**src/rtl/imem_loader.sv**
```systemverilog
// Streaming IMEM loader: frames of [N_lo, N_hi, 4*N payload bytes, xor checksum] are written
// word by word into instruction memory; the core is held in reset until a frame verifies.
module imem_loader #(
    parameter int unsigned ADDR_WIDTH = 8
) (
    input  logic                  clk,
    input  logic                  rst,
    input  logic                  in_valid,
    input  logic [7:0]            in_data,
    output logic                  in_ready,
    input  logic                  restart,
    output logic                  imem_we,
    output logic [ADDR_WIDTH-1:0] imem_addr,
    output logic [31:0]           imem_wdata,
    output logic                  core_rst,
    output logic                  done,
    output logic                  error
);

    typedef enum logic [2:0] {StHdrLo, StHdrHi, StData, StCsum, StDone, StErr} state_e;

    localparam logic [16:0] Capacity = 17'(1) << ADDR_WIDTH;

    state_e                  state_q, state_d;
    logic [15:0]             n_q, n_d;
    logic [16:0]             word_idx_q, word_idx_d;
    logic [1:0]              byte_idx_q, byte_idx_d;
    logic [31:0]             shift_q, shift_d;
    logic [7:0]              csum_q, csum_d;
    logic                    we_q, we_d;
    logic [ADDR_WIDTH-1:0]   addr_q, addr_d;
    logic [31:0]             wdata_q, wdata_d;

    logic        accept;
    logic [16:0] hdr_n;
    logic        last_word;

    assign accept    = in_valid && in_ready;
    assign hdr_n     = {1'b0, in_data, n_q[7:0]};
    assign last_word = (word_idx_q + 17'd1) == {1'b0, n_q};

    // State register
    always_ff @(posedge clk) begin
        if (rst) begin
            state_q <= StHdrLo;
        end else begin
            state_q <= state_d;
        end
    end

    // Next-state logic
    always_comb begin
        state_d = state_q;
        unique case (state_q)
            StHdrLo: if (accept) state_d = StHdrHi;
            StHdrHi: begin
                if (accept) begin
                    if (hdr_n > Capacity) state_d = StErr;
                    else if (hdr_n == 17'd0) state_d = StCsum;
                    else state_d = StData;
                end
            end
            StData: if (accept && byte_idx_q == 2'd3 && last_word) state_d = StCsum;
            StCsum: if (accept) state_d = (in_data == csum_q) ? StDone : StErr;
            StDone, StErr: if (restart) state_d = StHdrLo;
            default: state_d = StHdrLo;
        endcase
    end

    // Output logic
    always_comb begin
        in_ready = !rst && (state_q == StHdrLo || state_q == StHdrHi ||
                            state_q == StData  || state_q == StCsum);
        done     = (state_q == StDone);
        error    = (state_q == StErr);
        core_rst = (state_q != StDone);
    end

    // Datapath registers
    always_ff @(posedge clk) begin
        if (rst) begin
            n_q        <= '0;
            word_idx_q <= '0;
            byte_idx_q <= '0;
            shift_q    <= '0;
            csum_q     <= '0;
            we_q       <= 1'b0;
            addr_q     <= '0;
            wdata_q    <= '0;
        end else begin
            n_q        <= n_d;
            word_idx_q <= word_idx_d;
            byte_idx_q <= byte_idx_d;
            shift_q    <= shift_d;
            csum_q     <= csum_d;
            we_q       <= we_d;
            addr_q     <= addr_d;
            wdata_q    <= wdata_d;
        end
    end

    always_comb begin
        n_d        = n_q;
        word_idx_d = word_idx_q;
        byte_idx_d = byte_idx_q;
        shift_d    = shift_q;
        csum_d     = csum_q;
        we_d       = 1'b0;
        addr_d     = addr_q;
        wdata_d    = wdata_q;
        unique case (state_q)
            StHdrLo: if (accept) n_d[7:0] = in_data;
            StHdrHi: begin
                if (accept) begin
                    n_d[15:8]  = in_data;
                    word_idx_d = '0;
                    byte_idx_d = '0;
                    csum_d     = '0;
                end
            end
            StData: begin
                if (accept) begin
                    shift_d[{byte_idx_q, 3'b000} +: 8] = in_data;
                    csum_d     = csum_q ^ in_data;
                    byte_idx_d = byte_idx_q + 2'd1;
                    if (byte_idx_q == 2'd3) begin
                        we_d       = 1'b1;
                        addr_d     = word_idx_q[ADDR_WIDTH-1:0];
                        wdata_d    = shift_d;
                        word_idx_d = word_idx_q + 17'd1;
                    end
                end
            end
            StDone, StErr: begin
                if (restart) begin
                    csum_d     = '0;
                    word_idx_d = '0;
                    byte_idx_d = '0;
                end
            end
            default: ;
        endcase
    end

    assign imem_we    = we_q;
    assign imem_addr  = addr_q;
    assign imem_wdata = wdata_q;

endmodule
```
**config.mk**
```make
export PLATFORM = sky130hd
export DESIGN_NAME = imem_loader
export DESIGN_NICKNAME = d
export VERILOG_FILES = /design/src/rtl/imem_loader.sv
export SDC_FILE = /design/constraint.sdc
export NUM_CORES = 1
export LEC_CHECK = 0
export CAP_MARGIN = 20
export CORE_MARGIN = 2
export CORE_UTILIZATION = 55
export CTS_CLUSTER_SIZE = 8
export DETAILED_ROUTE_END_ITERATION = 12
export PLACE_DENSITY = 0.87
export SLEW_MARGIN = 25
export SYNTH_ARGS = -nofsm -noshare
export SYNTH_HDL_FRONTEND = slang
export SYNTH_SLANG_ARGS = --single-unit
```
**constraint.sdc**
```tcl
create_clock -name clk -period 2.97 [get_ports clk]
set_clock_uncertainty 0.05 [all_clocks]
set_input_delay 0.7425 -clock clk [delete_from_list [all_inputs] [get_ports clk]]
set_output_delay 0.7425 -clock clk [all_outputs]
set_load 0.05 [all_outputs]
```
# After elaboration in Yosys (flattened, before gate mapping)
# Cells that the tools add are included.
# word_totals
regBits	119
input_bits	12
wordCells	79
# op_classes
n_addsub	3
magnitude_cmp	1
eq_ne	16
n_shift	2
muxes	24
bitwise	3
n_reduce_logical	20
# op_table
op	count
17-bit 2-to-1 mux	4
17-bit one-hot mux with 3 select lines	1
32-bit bitwise mux	1
8-bit by 7-bit variable shift with 32-bit output, first input constant	1
8-bit by 7-bit indexed part select with 32-bit output	1
8-bit 2-to-1 mux	3
8-bit one-hot mux with 3 select lines	1
3-bit 2-to-1 mux	6
17-bit by 1-bit adder with 17-bit output, second input constant	1
17-bit by 16-bit == test with 1-bit output	1
17-bit logical NOT	1
16-bit by 9-bit greater-than comparator with 1-bit output, second input constant	1
3-bit one-hot mux with 5 select lines	1
2-bit inequality test, second input constant	7
5-bit AND reduction	2
8-bit == test	1
8-bit XOR	1
5-bit negator with 7-bit output	1
3-bit by 2-bit == test with 1-bit output, second input constant	2
3-bit == test, second input constant	2
2-bit 2-to-1 mux	3
2-bit one-hot mux with 3 select lines	1
2-bit AND reduction	3
1-bit logical AND	4
14 further kinds	19

# Logic depth before layout (Yosys ltp)
# Gate-level depths: netlist (run 1).
# depth
word_depth	10
ltp_mapped	10
depth_no_buf	9

# Worst setup path before layout (run 1)
# No wires, ideal clock.
# synth_timing
kind	input to output
start	input rst
end	output in_ready
arrival_time_ps	1794
setup_slack_ps	384
cell_stages	3
cell_sequence	clkbuf_1 clkbuf_1 nor2_1
# synth_via
elab_chain_cells	2
# synth_lines
item	line_no	text
start, declared	7	input logic rst,
1-bit logical NOT	72	in_ready = !rst && (state_q == StHdrLo || state_q == StHdrHi ||
1-bit logical AND	72	
end, declared	10	output logic in_ready,
# Every way passes these cells.

# Worst setup path after layout (run 1)
# layout_timing
start	register state_q[1]
end	output done
# layout_via
elab_chain_cells	1
# layout_lines
item	line_no	text
start, declared	24	state_e state_q, state_d;
start signal, assigned	45	state_q <= StHdrLo;
start signal, assigned	47	state_q <= state_d;
3-bit == test	74	done = (state_q == StDone);
end, declared	16	output logic done,
# Every way passes these cells.

==> results of run 1 <==
==> tightest hold or removal path: cells and delay by family, from the launching register on <==
family / cells / cell delay (ps)
AOI/OAI and AO/OA: 1 / 50
DFF: 1 / 300
and+or+nand+nor: 1 / 50
==> metal layers <==
layer	vias to the layer above	routed length, um
li1	2539	-
met5	-	0
met3	37	1150
met1	2516	6180
met2	244	7030
met4	0	359
==> path summary, 6_finish.rpt <==
kind / start / end / cells after the start
worst min register to register: imem_addr[4] / imem_addr[4] / 2
worst max-delay path: state_q[1] / done / 4
worst max register to register: word_idx_q[2] / state_q[2] / 8
worst min-delay path: imem_addr[4] / imem_addr[4] / 2
==> power by group through the flow <==
stage / sequential, mW / clock, mW / combinational, mW
2_1_floorplan: 1.65 / 0 / 0.134
3_3_place_gp: 1.66 / 0 / 0.191
3_5_place_dp: 1.66 / 0 / 0.197
4_1_cts: 1.62 / 2.06 / 0.201
5_1_grt: 1.63 / 2.13 / 0.217
6_report: 1.62 / 2.04 / 0.205
==> Yosys cell counts (2+ instances only) <==
library cell,number
a211oi_1,68
nor2b_1,35
ha_1,7
clkbuf_1,46
nand4_4,2
o21ai_0,25
buf_2,4
nand4_1,4
xnor2_1,14
clkbuf_2,2
nand3b_1,9
nor2_1,126
buf_4,2
dfxtp_1,119
a31oi_1,4
and3_1,7
mux2i_1,19
nor4_1,10
nor3b_1,4
or3_1,6
xor2_1,12
nand2_1,44
a311oi_1,2
buf_1,4
nand3_1,9
nor3_1,10
inv_1,8
a2111oi_0,2
a21oi_1,70
==> flip-flops by register name (all words and copies together) (netlist names) <==
name,cells
shift_q,32
csum_q,8
imem_addr,8
n_q,16
imem_we,1
imem_wdata,32
byte_idx_q,2
word_idx_q,17
state_q,3
==> stage by stage <==
step | hold slack [ps] | utilization (%) | instance area (sq um) | power [mW] | worst slack [ps]
floorplan | 419 | - | 5680 | 1.78 | 384
global placement | 393 | 63.0 | 6410 | 1.85 | 117
detailed placement | 396 | 63.0 | 6410 | 1.86 | 84.9
CTS | 404 | 68.8 | 7000 | 3.88 | 97.8
global route | 428 | 68.8 | 7000 | 3.98 | 22.9
finish | 401 | 68.8 | 7000 | 3.87 | 89.0
==> logic make-up (layout without fill, tap and decap cells) <==
kind of cell / Yosys count / count (layout) / share of synthesized area [%]
flops: 119 / 119 / 42.0
xor+xnor: 26 / 26 / 4.01
mux: 20 / 20 / 3.55
fa+ha+maj: 7 / 7 / 1.54
simple gates: 278 / 278 / 24.4
buf+inv: 67 / 124 / 4.69
compound gates: 180 / 180 / 19.8
==> final cells by class <==
class	instances	area [sq um]	area share [%]
clock buffers	18	418	5.97
clock inverters	14	174	2.48
inverters	9	33.8	0.482
multi-input cells	511	3030	43.3
flip-flops and latches	119	2380	34.0
well taps	136	170	2.43
repair buffers	83	796	11.4
==> impl_metrics.yaml, run 1 <==
worst_setup_path:
  timing_worst_setup_path_type: "flop to output pin"
  worstPathRequired_ps: 2180
  ff2ff_setup_slack_ps: 190
  crit_buf_inv: 2
  worstPathArrival_ps: 2090
  crit_path_end_kind: "output pin"
  slowest_stage: "clkdlybuf4s50_1"
  max_stage_delay_ps: 800
  cp_max_fo: 8
  crit_path_start_kind: "flop"
  cp_top_family: "buffers and inverters"
  critical_path.cell_chain: "nor2_1 -> nand2_1 -> inv_1 -> clkdlybuf4s50_1"
layout:
  finalNetCount: 760
  fillers: 765
  drive_gt1_share_pct: 9.42
  layout.cells.non_filler: 890
  syn2layout_area_growth_pct: 23.4
  antenna_cells: 0
  final_cell_mix: "126 x nor2_1, 119 x dfxtp_1, 70 x a21oi_1, 68 x a211oi_1, 54 x clkdlybuf4s50_1"
  layout_commonest_cell: "nor2_1"
clock_network:
  clock_path_buffers: 2
  h-tree-depth: 4
  root_buffer: "clkbuf_8"
  post_cts_buffers: 0
  cts_tree: "done"
  postCtsResizedCells: 0
  cts_buffers: 17
  cts_hold_buf: 0
  cts.clk_slew.worst_paths_ps: 60
  cts_num_sinks: 119
  clk_latency_ps: 530
logic_synthesis:
  syn_area_sq_um: 5680
  ys_seq_area_share_pct: 42.0
  yosysTopAreaCell: "dfxtp_1"
  yosysTopAreaCellShare_pct: 42.0
  synthArstFlopShare_pct: 0
  synth_ff_type: "dfxtp_1"
  ys_seq_elements: 119
  yosys-top-cells-area: "dfxtp_1 42%, a211oi_1 9.0%, nor2_1 8.3%, a21oi_1 6.2%, nor2b_1 3.9%"
  yosysUniqueCellTypes: 52
  netlist_instances: 697
  synth_edf_count: 0
  synth_warnings: 0
  syn_avg_cell_area_sq_um: 8.15
  syn_nets: 716
job:
  cap_viol_max_count: 0
hold_path:
  hold_path.class: "flop to flop"
grt:
  grt_use_met3_pct: 6.86
  grt_first_pass_wirelength_mm: 24.1
  met1_usage_pct: 34.0
  busiest_layer: "met2"
  grtUsageTotal_pct: 27.1
  antenna_found_initial: 0
  grt_max_degree: 89
  grt_pass1_vias: 5031
  grt-ovfl-total: 0
  grt_use_met2_pct: 43.9
floorplan:
  die_w_um: 106
  core_area_sq_um: 10200
  rows: 37
  initial_utilization_pct: 55.7
  die_h_um: 106
  ios: 57
  die_area_sq_um: 11200
power:
  p_clk_share_pct: 52.7
  switchingPower_mw: 0.907
  switching_share_pct: 23.4
  power_density_nw_per_um2: 553
  internal_power_mw: 2.96
  comb_power_share_pct: 5.3
  p_leak_nw: 2.54
  irDropWorstVdd_v: 0.000423
  seq_power_share_pct: 42.0
sta:
  fmax_mhz: 347
  final_max_slew_viol_count: 0
  fin_setup_tns_ps: 0
  worst-slew-pin-transition_ps: 877
  setup_viol: 0
  fin_crit_ps: 2880
  rsz0062_at_grt: "false"
  hold_viol: 0
  period_share_pct: 97.0
  slew_headroom_pct: 41.6
routing:
  antenna_left: 0
  wirelength_mm: 14.7
  first_pass_iters: 6
  wl_per_cell_um: 16.5
  drc: 0
  route.vias.total: 5336
  vias_per_cell: 6.00
  drtIter0Drc: 469
placement:
  placed_cells_incl_taps: 858
  io_buffers: 56
  gp_congestion: 0.921
  dp_hpwl_mm: 9.55
run_status:
  status: "finished clean"
Power figures use the tool's default switching activity.
==> run 2, diff against run 1 <==
MAX_ROUTING_LAYER = met4   (was not set)
==> impl_metrics.yaml, run 2 (synthesis results as in run 1) <==
worst_setup_path:
  crit_end: "core_rst"
  rr_endpoint: "state_q[2]"
  crit_path_end_kind: "output pin"
  ff2ff_setup_slack_ps: 230
  max_stage_delay_ps: 810
  cp_max_fo: 8
  timing.rr.start: "word_idx_q[1]"
  slowest_stage: "clkdlybuf4s50_1"
  crit_path_start_kind: "flop"
  critical_path.cell_chain: "nor2_1 -> nand2_1 -> clkdlybuf4s50_1"
  crit_start: "state_q[1]"
  timing_worst_setup_path_type: "flop to output pin"
  worstPathRequired_ps: 2180
  worstPathArrival_ps: 2040
  reg2reg_depth: 9
placement:
  place_area_sq_um: 6400
  io_buffers: 56
  gp_congestion: 0.930
  dp_hpwl_mm: 9.39
power:
  irDropWorstVdd_v: 0.000457
  p_leak_nw: 2.61
  fin_total_pwr_mw: 4.14
  power_density_nw_per_um2: 586
sta:
  fmax_mhz: 354
  worst-slew-pin-transition_ps: 846
  fin_setup_tns_ps: 0
  slew_headroom_pct: 43.6
  holdWs_ps: 403
  period_share_pct: 95.2
  rsz0062_at_grt: "false"
  hold_viol: 0
  final_max_slew_viol_count: 0
  setup_viol: 0
  fin_crit_ps: 2830
clock_network:
  clock_path_buffers: 2
  cts_num_sinks: 119
  cts_tree: "done"
  post_cts_buffers: 0
  clk_latency_ps: 530
  cts.clk_slew.worst_paths_ps: 60
  root_buffer: "clkbuf_8"
  cts_buffers: 17
  h-tree-depth: 4
routing:
  wirelength_mm: 14.9
  drtIter0Drc: 460
  vias_per_cell: 5.95
  wl_per_cell_um: 16.8
  drc: 0
  first_pass_iters: 5
  antenna_left: 0
  route.vias.total: 5292
layout:
  final_cell_mix: "126 x nor2_1, 119 x dfxtp_1, 70 x a21oi_1, 68 x a211oi_1, 52 x clkdlybuf4s50_1"
  finalNetCount: 759
  antenna_cells: 0
  layout_commonest_cell: "nor2_1"
  syn2layout_area_growth_pct: 24.4
  drive_gt1_share_pct: 9.30
  fin_area_sq_um: 7060
grt:
  grt_first_pass_wirelength_mm: 24.4
  grt-ovfl-total: 0
  grt_max_degree: 119
  grtUsageTotal_pct: 28.3
  antenna_found_initial: 0
  grt_pass1_vias: 5101
floorplan:
  die_area_sq_um: 11200
  initial_utilization_pct: 55.7
  die_h_um: 106
  core_area_sq_um: 10200
  rows: 37
  ios: 57
  die_w_um: 106
job:
  cap_viol_max_count: 0
run_status:
  status: "finished clean"
hold_path:
  hold_depth: 2
  hold_path.class: "flop to flop"
-- run 2: cell types whose count changed in the layout (fill, tap and decap cells not counted), sizes merged --
| cell | delta |
|---|---|
| dlymetal6s2s | +2 |
| clkinvlp | -3 |
| clkdlybuf4s50 | -2 |
| buf | -1 |
| bufinv | +3 |
-- run 2: per-stage QoR --
stage / util [%] / instances / worst slack (ps)
6_report: 69.4 / 889 / 142
5_1_grt: 69.4 / 889 / 60.6
4_1_cts: 69.3 / 889 / 46.5
3_5_place_dp: 62.8 / 857 / 59.1
3_3_place_gp: 62.8 / 857 / 53.4
2_1_floorplan: - / 697 / 384
-- run 2: critical path: cells and delay by family, from the launching register on --
kind	cells	cell delay, ps
AND/OR/NAND/NOR	2	230
flip-flops	1	460
buffers and inverters	1	810
-- run 2: worst min path at each step --
stage,from,to,slack (ps)
6_report,imem_addr[7],imem_addr[7],400
2_1_floorplan,csum_q[0],csum_q[0],420
3_3_place_gp,imem_addr[4],imem_addr[4],390
4_1_cts,imem_addr[7],imem_addr[7],410
5_1_grt,imem_addr[1],imem_addr[1],430
3_5_place_dp,imem_addr[4],imem_addr[4],400
-- run 2: final cells by class --
| cell class | instances | area, sq um |
|---|---|---|
| flip-flops and latches | 119 | 2380 |
| multi-input cells | 511 | 3030 |
| well taps | 136 | 170 |
| fillers | 761 | 3120 |
| clock inverters | 14 | 245 |
| inverters | 9 | 33.8 |
| repair buffers | 82 | 785 |
| clock buffers | 18 | 418 |
-- run 2: repair_timing --
action / CTS / global route
endpoints found under the hold margin: 0 / 0
gates resized for setup: 0 / 2
endpoints found under the setup margin: 0 / 2
hold buffers: 0 / 0
-- run 2: report_power, final --
part           internal, mW  total (mW)  switching [mW]
sequential             1.61        1.63          0.0174
clock                  1.54        2.31           0.769
combinational        0.0726       0.206           0.133
-- run 2: metal layers --
layer	part of all wire, %	GRT usage (%)	vias up	routed length (um)
li1	-	-	2544	-
met1	41	33.3	2469	6180
met2	48	44.8	221	7100
met3	7.2	7.36	58	1070
met4	3.6	14.3	0	537
met5	0	-	-	0
==> run 3, diff against run 2 <==
CTS_BUF_LIST = sky130_fd_sc_hd__clkbuf_8   (was not set)
CTS_CLUSTER_SIZE = not set   (was 8)
DONT_BUFFER_PORTS = 1   (was not set)
PLACE_DENSITY = 0.8   (was 0.87)
==> impl_metrics.yaml, run 3 (synthesis results as in run 1) <==
sta:
  setup_viol: 0
  final_max_slew_viol_count: 0
  fin_crit_ps: 2670
  hold_viol: 0
  fin_setup_tns_ps: 0
  period_share_pct: 90.0
  rsz0062_at_grt: "false"
  fmax_mhz: 374
  slew_headroom_pct: 52.5
  holdWs_ps: 323
  worst-slew-pin-transition_ps: 713
  setup_slack_ps: 297
worst_setup_path:
  slowest_stage: "dfxtp_1"
  timing_worst_setup_path_type: "flop to output pin"
  max_stage_delay_ps: 540
  crit_path_end_kind: "output pin"
  critical_path.cell_chain: "nand2_1 -> inv_1"
  worstPathRequired_ps: 2180
  cp_max_fo: 13
  crit_path_start_kind: "flop"
  worstPathArrival_ps: 1880
layout:
  utilization_pct: 60.4
  antenna_cells: 0
  finalNetCount: 692
  syn2layout_area_growth_pct: 8.37
  layout.cells.non_filler: 821
  final_cell_mix: "126 x nor2_1, 119 x dfxtp_1, 70 x a21oi_1, 68 x a211oi_1, 44 x nand2_1"
  fillers: 897
  layout_commonest_cell: "nor2_1"
  fin_area_sq_um: 6150
  drive_gt1_share_pct: 8.47
routing:
  wl_per_cell_um: 16.8
  vias_per_cell: 5.98
  wirelength_mm: 13.8
  drc: 0
  antenna_left: 0
  first_pass_iters: 4
  drtIter0Drc: 309
  route.vias.total: 4907
placement:
  placed_cells_incl_taps: 790
  gp_congestion: 0.900
  io_buffers: 0
  place_area_sq_um: 5740
  dp_hpwl_mm: 9.17
  post-place-ws_ps: 260
clock_network:
  cts_hold_buf: 0
  post_cts_buffers: 0
  cts_num_sinks: 119
  clk_latency_ps: 440
  root_buffer: "clkbuf_8"
  cts_tree: "done"
  h-tree-depth: 4
  postCtsResizedCells: 0
  clock_path_buffers: 2
  cts_buffers: 17
  cts.clk_slew.worst_paths_ps: 70
grt:
  grt_max_degree: 123
  antenna_found_initial: 0
  grt-ovfl-total: 0
  grtUsageTotal_pct: 26.1
  grt_first_pass_wirelength_mm: 22.5
  grt_pass1_vias: 4588
floorplan:
  core_area_sq_um: 10200
  ios: 57
  rows: 37
  die_area_sq_um: 11200
  initial_utilization_pct: 55.7
  die_w_um: 106
  die_h_um: 106
run_status:
  status: "finished clean"
power:
  power_density_nw_per_um2: 530
  irDropWorstVdd_v: 0.000309
  fin_total_pwr_mw: 3.26
  p_leak_nw: 2.19
job:
  cap_viol_max_count: 0
hold_path:
  hold_path.class: "input pin to flop"
run 3: layout make-up:
type | count | area, sq um | area share, %
timing repair buffer | 15 | 125 | 2.03
inverter | 9 | 33.8 | 0.549
tap | 136 | 170 | 2.77
clock buffer | 17 | 234 | 3.80
sequential | 119 | 2380 | 38.7
multi-input combinational | 511 | 3030 | 49.3
clock inverter | 14 | 175 | 2.85
run 3: where the power goes:
group | internal, mW | switching, mW
logic | 0.0465 | 0.0727
registers | 1.61 | 0.0162
clock network | 0.831 | 0.689
run 3: critical path: cells and delay by family (launching register included):
kind	cells	cell delay, ps
flops	1	540
buf+inv	1	480
simple gates	1	420
run 3: final timing paths:
| kind | slack [ps] | depth (start not counted) | startpoint | end |
|---|---|---|---|---|
| worst max-delay path | 300 | 2 | state_q[2] | done |
| worst min-delay path | 320 | 1 | rst | word_idx_q[9] |
| worst max register to register | 310 | 9 | word_idx_q[1] | state_q[2] |
| worst min register to register | 450 | 2 | shift_q[25] | shift_q[25] |
run 3: metal layers:
| layer | track usage, % | vias to the layer above | part of all wire (%) |
|---|---|---|---|
| li1 | - | 2403 | - |
| met1 | 34.1 | 2337 | 46 |
| met2 | 38.4 | 148 | 46 |
| met3 | 7.61 | 19 | 5.9 |
| met4 | 9.68 | 0 | 1.5 |
| met5 | - | - | 0 |
